===== config.mk =====
export PLATFORM = sky130hd
export DESIGN_NAME = bus_lcd_formatter
export DESIGN_NICKNAME = d
export VERILOG_FILES = /design/src/rtl/bus_lcd_formatter.sv
export SDC_FILE = /design/constraint.sdc
export NUM_CORES = 1
export LEC_CHECK = 0
export ABC_AREA = 1
export CAP_MARGIN = 20
export CORE_MARGIN = 5
export CORE_UTILIZATION = 52
export CTS_BUF_LIST = sky130_fd_sc_hd__clkbuf_4
export CTS_CLUSTER_SIZE = 14
export DETAILED_ROUTE_END_ITERATION = 16
export GPL_TIMING_DRIVEN = 0
export PLACE_DENSITY_LB_ADDON = 0.1
export SYNTH_ARGS = -nofsm -noshare
export SYNTH_HDL_FRONTEND = slang
export SYNTH_SLANG_ARGS = --single-unit

===== constraint.sdc =====
create_clock -name clock -period 3.3 [get_ports clock]
set_clock_uncertainty 0.05 [all_clocks]
set_input_delay 0.33 -clock clock [delete_from_list [all_inputs] [get_ports clock]]
set_output_delay 0.33 -clock clock [all_outputs]
set_load 0.005 [all_outputs]

===== src/rtl/bus_lcd_formatter.sv =====
// bus_lcd_formatter
// Snoops completed bus transactions and renders the latest one, plus a
// running 16-bit transaction count, as two 16-character ASCII rows for the
// downstream 16x2 LCD driver. Each shown transaction dwells HOLD_CYCLES
// clocks; one later transaction may wait in a pending slot, and any further
// ones during the same dwell set a sticky drop marker.
//
// state | meaning
// ------+--------------------------------------------------------------
// IDLE  | dwell expired, nothing pending; next txn is shown immediately
// HOLD  | a txn is on screen; hold counter runs down to zero

module bus_lcd_formatter #(
    parameter int HOLD_CYCLES = 50_000_000
) (
    input  logic        clock,
    input  logic        rst,
    input  logic        txn_valid,
    input  logic [1:0]  txn_master,
    input  logic [1:0]  txn_slave,
    input  logic        txn_write,
    input  logic [11:0] txn_addr,
    input  logic [7:0]  txn_data,
    output logic [7:0]  Line11,
    output logic [7:0]  Line12,
    output logic [7:0]  Line13,
    output logic [7:0]  Line14,
    output logic [7:0]  Line15,
    output logic [7:0]  Line16,
    output logic [7:0]  Line17,
    output logic [7:0]  Line18,
    output logic [7:0]  Line19,
    output logic [7:0]  Line110,
    output logic [7:0]  Line111,
    output logic [7:0]  Line112,
    output logic [7:0]  Line113,
    output logic [7:0]  Line114,
    output logic [7:0]  Line115,
    output logic [7:0]  Line116,
    output logic [7:0]  Line21,
    output logic [7:0]  Line22,
    output logic [7:0]  Line23,
    output logic [7:0]  Line24,
    output logic [7:0]  Line25,
    output logic [7:0]  Line26,
    output logic [7:0]  Line27,
    output logic [7:0]  Line28,
    output logic [7:0]  Line29,
    output logic [7:0]  Line210,
    output logic [7:0]  Line211,
    output logic [7:0]  Line212,
    output logic [7:0]  Line213,
    output logic [7:0]  Line214,
    output logic [7:0]  Line215,
    output logic [7:0]  Line216
);

    // Counter only ever holds HOLD_CYCLES-1; keep at least one bit for HOLD_CYCLES=1.
    localparam int CW = (HOLD_CYCLES > 1) ? $clog2(HOLD_CYCLES) : 1;
    localparam logic [CW-1:0] HOLD_RELOAD = CW'(HOLD_CYCLES - 1);

    localparam logic [127:0] RESET_ROW1 = "NO TRANSACTION  ";
    localparam logic [127:0] RESET_ROW2 = "D:00 N:0000     ";

    typedef enum logic {
        S_IDLE,
        S_HOLD
    } state_t;

    typedef struct packed {
        logic [1:0]  master;
        logic [1:0]  slave;
        logic        write;
        logic [11:0] addr;
        logic [7:0]  data;
    } txn_t;

    state_t          r_state;
    logic [CW-1:0]   r_hold_cnt;
    logic            r_pend;
    txn_t            r_pend_txn;
    txn_t            r_disp_txn;
    logic            r_have_disp;
    logic            r_drop;
    logic [15:0]     r_txn_count;
    logic [127:0]    r_row1;
    logic [127:0]    r_row2;

    txn_t            w_txn_in;
    logic            w_cnt_zero;

    assign w_txn_in   = '{master: txn_master, slave: txn_slave, write: txn_write,
                          addr: txn_addr, data: txn_data};
    assign w_cnt_zero = (r_hold_cnt == '0);

    function automatic logic [7:0] hex_ascii(input logic [3:0] nib);
        return (nib < 4'd10) ? (8'h30 + {4'h0, nib}) : (8'h37 + {4'h0, nib});
    endfunction

    function automatic logic [7:0] index_ascii(input logic [1:0] idx);
        return 8'h31 + {6'h0, idx};
    endfunction

    // Running transaction count: every accepted pulse, shown or not.
    always_ff @(posedge clock) begin
        if (rst) begin
            r_txn_count <= '0;
        end else if (txn_valid) begin
            r_txn_count <= r_txn_count + 16'd1;
        end
    end

    // Display/pending sequencing with dwell timer and sticky drop marker.
    always_ff @(posedge clock) begin
        if (rst) begin
            r_state     <= S_IDLE;
            r_hold_cnt  <= '0;
            r_pend      <= 1'b0;
            r_pend_txn  <= '0;
            r_disp_txn  <= '0;
            r_have_disp <= 1'b0;
            r_drop      <= 1'b0;
        end else begin
            case (r_state)
                S_IDLE: begin
                    if (txn_valid) begin
                        r_disp_txn  <= w_txn_in;
                        r_have_disp <= 1'b1;
                        r_hold_cnt  <= HOLD_RELOAD;
                        r_state     <= S_HOLD;
                    end
                end
                S_HOLD: begin
                    if (!w_cnt_zero) begin
                        r_hold_cnt <= r_hold_cnt - 1'b1;
                        if (txn_valid) begin
                            // Latest wins; overwriting an occupied slot loses a txn.
                            r_pend_txn <= w_txn_in;
                            r_pend     <= 1'b1;
                            if (r_pend) begin
                                r_drop <= 1'b1;
                            end
                        end
                    end else if (r_pend) begin
                        // Promote pending; a txn arriving now takes the freed slot.
                        r_disp_txn <= r_pend_txn;
                        r_hold_cnt <= HOLD_RELOAD;
                        if (txn_valid) begin
                            r_pend_txn <= w_txn_in;
                        end else begin
                            r_pend <= 1'b0;
                        end
                    end else if (txn_valid) begin
                        r_disp_txn <= w_txn_in;
                        r_hold_cnt <= HOLD_RELOAD;
                    end else begin
                        r_state <= S_IDLE;
                    end
                end
                default: begin
                    r_state <= S_IDLE;
                end
            endcase
        end
    end

    // Render the held fields into registered ASCII rows (one cycle behind the fields).
    always_ff @(posedge clock) begin
        if (rst) begin
            r_row1 <= RESET_ROW1;
            r_row2 <= RESET_ROW2;
        end else begin
            if (r_have_disp) begin
                r_row1 <= {"M", index_ascii(r_disp_txn.master),
                           ">S", index_ascii(r_disp_txn.slave),
                           " ", (r_disp_txn.write ? 8'h57 : 8'h52),
                           " A:",
                           hex_ascii(r_disp_txn.addr[11:8]),
                           hex_ascii(r_disp_txn.addr[7:4]),
                           hex_ascii(r_disp_txn.addr[3:0]),
                           "   "};
            end else begin
                r_row1 <= RESET_ROW1;
            end
            r_row2 <= {"D:",
                       hex_ascii(r_disp_txn.data[7:4]),
                       hex_ascii(r_disp_txn.data[3:0]),
                       " N:",
                       hex_ascii(r_txn_count[15:12]),
                       hex_ascii(r_txn_count[11:8]),
                       hex_ascii(r_txn_count[7:4]),
                       hex_ascii(r_txn_count[3:0]),
                       "    ",
                       (r_drop ? 8'h2A : 8'h20)};
        end
    end

    assign Line11  = r_row1[127:120];
    assign Line12  = r_row1[119:112];
    assign Line13  = r_row1[111:104];
    assign Line14  = r_row1[103:96];
    assign Line15  = r_row1[95:88];
    assign Line16  = r_row1[87:80];
    assign Line17  = r_row1[79:72];
    assign Line18  = r_row1[71:64];
    assign Line19  = r_row1[63:56];
    assign Line110 = r_row1[55:48];
    assign Line111 = r_row1[47:40];
    assign Line112 = r_row1[39:32];
    assign Line113 = r_row1[31:24];
    assign Line114 = r_row1[23:16];
    assign Line115 = r_row1[15:8];
    assign Line116 = r_row1[7:0];

    assign Line21  = r_row2[127:120];
    assign Line22  = r_row2[119:112];
    assign Line23  = r_row2[111:104];
    assign Line24  = r_row2[103:96];
    assign Line25  = r_row2[95:88];
    assign Line26  = r_row2[87:80];
    assign Line27  = r_row2[79:72];
    assign Line28  = r_row2[71:64];
    assign Line29  = r_row2[63:56];
    assign Line210 = r_row2[55:48];
    assign Line211 = r_row2[47:40];
    assign Line212 = r_row2[39:32];
    assign Line213 = r_row2[31:24];
    assign Line214 = r_row2[23:16];
    assign Line215 = r_row2[15:8];
    assign Line216 = r_row2[7:0];

endmodule

==> results of run 1 <==
[cell usage after synthesis (all sizes together)]
library cell / number / area (sq um)
nand2: 222 / 850.8
buf: 204 / 1525
nor2: 188 / 725.7
dfxtp: 172 / 3443
inv: 148 / 558.0
o21ai: 116 / 580.6
a21oi: 52 / 267.8
nand3: 48 / 277.8
clkbuf: 23 / 86.33
ha: 16 / 200.2
nand4: 16 / 100.1
nor3: 12 / 70.07
xor2: 11 / 96.34
or2: 5 / 31.28
a221oi: 3 / 26.28
nor4: 3 / 18.77
o32ai: 3 / 26.28
a211oi: 2 / 15.01
conb: 2 / 7.510
nand3b: 2 / 15.01
o21a: 2 / 15.01
xnor2: 2 / 17.52
clkinv: 1 / 3.750
o31ai: 1 / 7.510
[worst reg2reg max path: cells and delay by family, from the launching register on]
| family | cells | cell delay [ns] |
|---|---|---|
| buf+inv | 3 | 0.76 |
| flops | 1 | 0.33 |
| simple gates | 2 | 1.08 |
[final cells by class]
class / instances / area [sq um]
clock buffers: 18 / 135.1
multi-input cells: 852 / 3897
inverters: 149 / 561.8
fillers: 1563 / 5704
plain buffers: 227 / 1612
clock inverters: 14 / 137.6
repair buffers: 134 / 1341
diodes: 1 / 2.502
well taps: 225 / 281.5
flip-flops and latches: 172 / 3443
[sequential cells by signal, indices dropped and copies added, names as in the netlist]
signal       flops
r_pend_txn      25
r_row2          43
r_disp_txn      25
r_state          1
r_hold_cnt      26
r_pend           1
r_have_disp      1
r_row1          33
r_drop           1
r_txn_count     16
[layer usage]
layer	GRT usage (%)	up-vias	wire, um
met2	37.10	323	10880
met5	0	-	0
met1	27.63	3545	9375
met4	7.037	0	376
met3	5.898	37	1897
li1	-	4188	-
[cells by family after synthesis]
kind of cell | count (synthesis) | synth area share (%)
simple gates | 496 | 23.30
fa+ha+maj | 16 | 2.233
other cells | 2 | 0.08376
buf+inv | 376 | 24.24
xor+xnor | 13 | 1.270
compound gates | 179 | 10.47
flops | 172 | 38.40
[power by group]
| group | total (uW) | leakage, uW | internal (uW) | switching, uW |
|---|---|---|---|---|
| Sequential | 2280 | 0.00141 | 2200 | 86.0 |
| Clock | 1190 | 0.000134 | 398 | 788 |
| Combinational | 954 | 0.00391 | 455 | 499 |
[worst min path at each step]
stage | start | endpoint | slack, ns | depth (start not counted)
2_1_floorplan | r_disp_txn[23]$_SDFFE_PP0P_ | r_row1[112]$_SDFF_PP1_ | 0.34 | 1
3_3_place_gp | r_drop$_SDFFE_PP0P_ | r_row2[3]$_SDFF_PP0_ | 0.37 | 2
3_5_place_dp | r_drop$_SDFFE_PP0P_ | r_row2[3]$_SDFF_PP0_ | 0.38 | 2
4_1_cts | txn_valid | r_txn_count[0]$_SDFFE_PP0P_ | 0.02 | 4
5_1_grt | txn_valid | r_txn_count[0]$_SDFFE_PP0P_ | 0.02 | 4
6_report | txn_valid | r_txn_count[0]$_SDFFE_PP0P_ | 0.04 | 4
[metrics by stage]
| step | instances | worst slack (ns) | instance area, sq um |
|---|---|---|---|
| floorplan | 1400 | 1.624 | 9514 |
| global placement | 1759 | 0.5627 | 11140 |
| detailed placement | 1759 | 0.5405 | 11140 |
| CTS | 1791 | 0.9907 | 11410 |
| global route | 1792 | 0.8902 | 11410 |
| finish | 1792 | 0.9891 | 11410 |
==> results.py, run 1 <==
metrics = {
    "yosys": {
        "ys_ff_latch": 172,
        "syn_inst": 1254,
        "ys_seq_area_share_pct": 38.40,
        "yosysWarningCount": 0,
        "ys_types": 37,
        "avgSynthCellArea_sq_um": 7.150,
        "syn-cell-area_sq_mm": 0.008966,
    },
    "timing": {
        "tightestPinTransition_ns": 0.9087,
        "rsz0062_at_grt": "false",
        "max_slew_margin_pct": 39.20,
        "period_needed_ns": 2.311,
        "drv_slew": 0,
        "hold_viol": 0,
        "setup_violations": 0,
        "timing.hold.ws_ns": 0.04278,
        "max_freq_mhz": 432.7,
        "fin_crit_sh_pct": 70.03,
        "fin_setup_tns_ns": 0,
    },
    "critical_path": {
        "crit_path_max_fanout": 10,
        "r2r-end": "r_row1[114]$_SDFF_PP1_",
        "crit_top_cell": "inv_1",
        "required_ns": 3.73,
        "startpoint": "r_have_disp$_SDFFE_PP0P_",
        "worstSetupEndpoint": "r_row1[114]$_SDFF_PP1_",
        "arrival_ns": 2.74,
        "reg2reg_depth": 5,
        "cpLargestDelayFamily": "simple AND/OR/NAND/NOR gates",
        "critical_path_cell_count": 5,
        "slowest_stage": "nor2_1",
        "crit_chain": "inv_1 > nor2_1 > inv_1 > clkbuf_1 > or2_2",
        "crit_path_end_kind": "register",
        "r2r-start": "r_have_disp$_SDFFE_PP0P_",
        "startpoint_type": "register",
        "slowest_delay_ns": 0.68,
        "cp_num_buf_inv": 3,
        "path_class": "register to register",
        "rrSetupSlack_ns": 0.99,
    },
    "global_routing": {
        "grt_pass1_vias": 7125,
        "grt_pass1_wl_mm": 35.74,
        "grt_overflow": 0,
        "grt_max_degree": 17,
        "grt_antenna_before_repair": 1,
        "grt_usage_pct": 22.07,
    },
    "floorplanning": {
        "die_w_um": 141.3,
        "chipHeight_um": 141.3,
        "core_sq_mm": 0.01712,
        "start_util_pct": 52.38,
        "rows": 48,
        "ioPinCount": 284,
        "die_area_sq_mm": 0.01997,
    },
    "finish": {
        "layout_common_cells": "nand2_1 (217), buf_4 (185), nor2_1 (182)",
        "final_common_cell": "nand2_1",
        "fin_nets": 1597,
        "area_growth_pct": 27.28,
        "final_util_pct": 66.67,
        "drive_above_1_share_pct": 16.28,
    },
    "drt": {
        "postRouteAntennaNets": 0,
        "totalWireLength_mm": 22.53,
        "routedWlPerCell_um": 12.57,
        "num_vias": 8093,
        "drt_iter0_markers": 594,
        "drc": 0,
        "vias_per_cell": 4.516,
        "dr.pass1.iters": 6,
    },
    "power_and_ir_drop": {
        "leakagePower_uw": 0.005458,
        "pwr_density_cell_mw_per_mm2": 387.6,
        "ir_worst_vdd_v": 0.0001947,
        "p_total_uw": 4424,
    },
    "clock_network": {
        "cts_tree": "done",
        "postCtsSetupBuffers": 0,
        "cts_resized": 0,
        "cts_buffers": 17,
        "cts_buffer_depth": 2,
        "htreeDepth": 4,
        "root_buffer": "clkbuf_4",
        "clk_pin_slew_ns": 0.15,
        "clkLatencyLatePin_ns": 0.59,
        "cts_sinks": 172,
        "hold_buffers": 0,
    },
    "min_path": {
        "min_path_type": "input port to register",
    },
    "placement": {
        "port-buffer-count": 134,
        "dp_hpwl_mm": 17.27,
        "place.gp.congestion": 0.8813,
    },
    "flow_run": {
        "cap_viol_max_count": 0,
    },
    "status": {
        "status": "complete, no violations",
    },
}
Note: power is estimated with default switching activity, not from simulation.
==> run 2: changes to the inputs <==
Settings changed: CORE_UTILIZATION 52 to 48.
Clock period 3.3 ns to 2.4 ns, I/O delays scaled along.
==> run 2 against run 1 <==
Against the previous run: clock power rose by 43%; first-iteration DRC count increased by 5.9%; cell count is 0.61% higher; design area rose by 0.41%; sequential cell count unchanged; worst hold slack better by 0.15 ns; wire length barely moved; count of clock-buffer cells in the layout fell by 1; total power grew 39%; global-route usage fell by 1.8 points; critical path type unchanged; highest routed layer unchanged.
==> results.py, run 2 (synthesis gave the netlist of run 1 again) <==
metrics = {
    "critical_path": {
        "arrival_ns": 2.72,
        "startpoint_type": "register",
        "crit_chain": "inv_1 > nor2_1 > inv_1 > clkbuf_1 > or2_2",
        "crit_top_cell": "inv_1",
        "crit_path_end_kind": "register",
        "crit_path_max_fanout": 10,
        "required_ns": 2.83,
        "slowest_stage": "nor2_1",
        "slowest_delay_ns": 0.65,
        "path_class": "register to register",
    },
    "timing": {
        "fin_crit_sh_pct": 95.45,
        "hold_viol": 0,
        "timing.hold.ws_ns": 0.1937,
        "drv_slew": 0,
        "max_slew_margin_pct": 42.30,
        "max_freq_mhz": 436.5,
        "fin_setup_tns_ns": 0,
        "setup_violations": 0,
        "period_needed_ns": 2.291,
        "rsz0062_at_grt": "false",
        "tightestPinTransition_ns": 0.8623,
    },
    "power_and_ir_drop": {
        "power.internal_uw": 4144,
        "p_seq_share_pct": 51.0,
        "ir_worst_vdd_v": 0.0002748,
        "combPwrFrac_pct": 21.4,
        "switching_power_uw": 2005,
        "p_total_uw": 6149,
        "p_sw_share_pct": 32.61,
        "leakagePower_uw": 0.005486,
        "p_clk_share_pct": 27.6,
        "pwr_density_cell_mw_per_mm2": 536.7,
    },
    "drt": {
        "totalWireLength_mm": 22.54,
        "vias_per_cell": 4.471,
        "postRouteAntennaNets": 0,
        "routedWlPerCell_um": 12.50,
        "num_vias": 8062,
        "drc": 0,
        "drt_iter0_markers": 629,
        "dr.pass1.iters": 5,
    },
    "placement": {
        "dp_hpwl_mm": 17.22,
        "place.gp.congestion": 0.8899,
        "port-buffer-count": 134,
        "dp.cells": 1768,
    },
    "floorplanning": {
        "core_sq_mm": 0.01852,
        "chipHeight_um": 146.7,
        "rows": 50,
        "die_area_sq_mm": 0.02151,
        "die_w_um": 146.7,
        "start_util_pct": 48.42,
        "ioPinCount": 284,
    },
    "finish": {
        "reg.largest.list": "r_row2: 43 flops, r_row1: 33 flops, r_hold_cnt: 26 flops",
        "final_common_cell": "nand2_1",
        "regMostFlops": "r_row2",
        "drive_above_1_share_pct": 16.34,
        "nFillCells": 1748,
        "area_growth_pct": 27.80,
        "final_cells": 1803,
        "layout_common_cells": "nand2_1 (217), buf_4 (185), nor2_1 (182)",
        "largest_reg_flops": 43,
        "fin_nets": 1598,
    },
    "global_routing": {
        "grt_pass1_vias": 7042,
        "grt_usage_pct": 20.28,
        "grt_antenna_before_repair": 1,
        "grt_overflow": 0,
        "grt_pass1_wl_mm": 35.63,
        "grt_max_degree": 20,
    },
    "clock_network": {
        "cts_resized": 0,
        "cts_tree": "done",
        "cts_buffer_depth": 2,
        "root_buffer": "clkbuf_4",
        "htreeDepth": 4,
        "cts_buffers": 17,
        "cts_sinks": 172,
        "clkLatencyLatePin_ns": 0.59,
        "clk_pin_slew_ns": 0.17,
    },
    "status": {
        "status": "complete, no violations",
    },
    "flow_run": {
        "cap_viol_max_count": 0,
    },
    "min_path": {
        "min_path_type": "input port to register",
    },
}
==> run 2: per-stage QoR <==
stage	instance area [sq um]	util [%]	setup WS, ns
floorplan	9514	-	0.7238
global placement	11150	60.20	-0.2582
detailed placement	11150	60.20	-0.2381
CTS	11450	61.85	0.1311
global route	11460	61.88	0.02685
finish	11460	61.88	0.1091
==> run 2: area by class of cell <==
| type | count | area [sq um] | share of cell area (%) |
|---|---|---|---|
| Sequential cell | 172 | 3443 | 30.05 |
| Inverter | 149 | 561.8 | 4.903 |
| Timing Repair Buffer | 135 | 1351 | 11.79 |
| Clock buffer | 17 | 127.6 | 1.114 |
| Buffer | 227 | 1612 | 14.06 |
| Clock inverter | 15 | 167.7 | 1.463 |
| Multi-Input combinational cell | 852 | 3897 | 34.01 |
| Tap cell | 234 | 292.8 | 2.555 |
| Antenna cell | 2 | 5.005 | 0.04368 |
==> run 2: power by group through the flow <==
stage               Sequential, uW  Clock [uW]  Combinational [uW]
detailed placement            3200           0                1290
global placement              3200           0                1280
finish                        3140        1700                1310
global route                  3160        1880                1470
CTS                           3140        1740                1300
floorplan                     3180           0                 888
==> run 2: timing repair <==
action	4_1_cts	5_1_grt
buffers inserted	0	0
endpoints found under the hold margin	2	0
hold buffers	1	0
==> run 2: critical path: cells and delay by family, from the launching register on <==
kind	cells	cell delay [ns]
simple gates	2	1.04
flops	1	0.34
buf+inv	3	0.75
==> run 2: path summary, 6_finish.rpt <==
path / cells after the start / endpoint / slack, ns / startpoint
hold reg to reg: 2 / r_row2[3]$_SDFF_PP0_ / 0.39 / r_drop$_SDFFE_PP0P_
setup reg to reg: 5 / r_row1[114]$_SDFF_PP1_ / 0.11 / r_have_disp$_SDFFE_PP0P_
hold / removal: 3 / r_pend_txn[6]$_SDFFE_PP0P_ / 0.19 / txn_data[6]
setup / recovery: 5 / r_row1[114]$_SDFF_PP1_ / 0.11 / r_have_disp$_SDFFE_PP0P_
==> run 2: routing by layer <==
metal  wire [um]  vias up  global-route usage [%]
met5           0        -                       0
met4         354        0                   5.691
met3        1743       24                   5.214
met2       10710      305                   33.35
met1        9731     3541                   26.42
li1            -     4192                       -
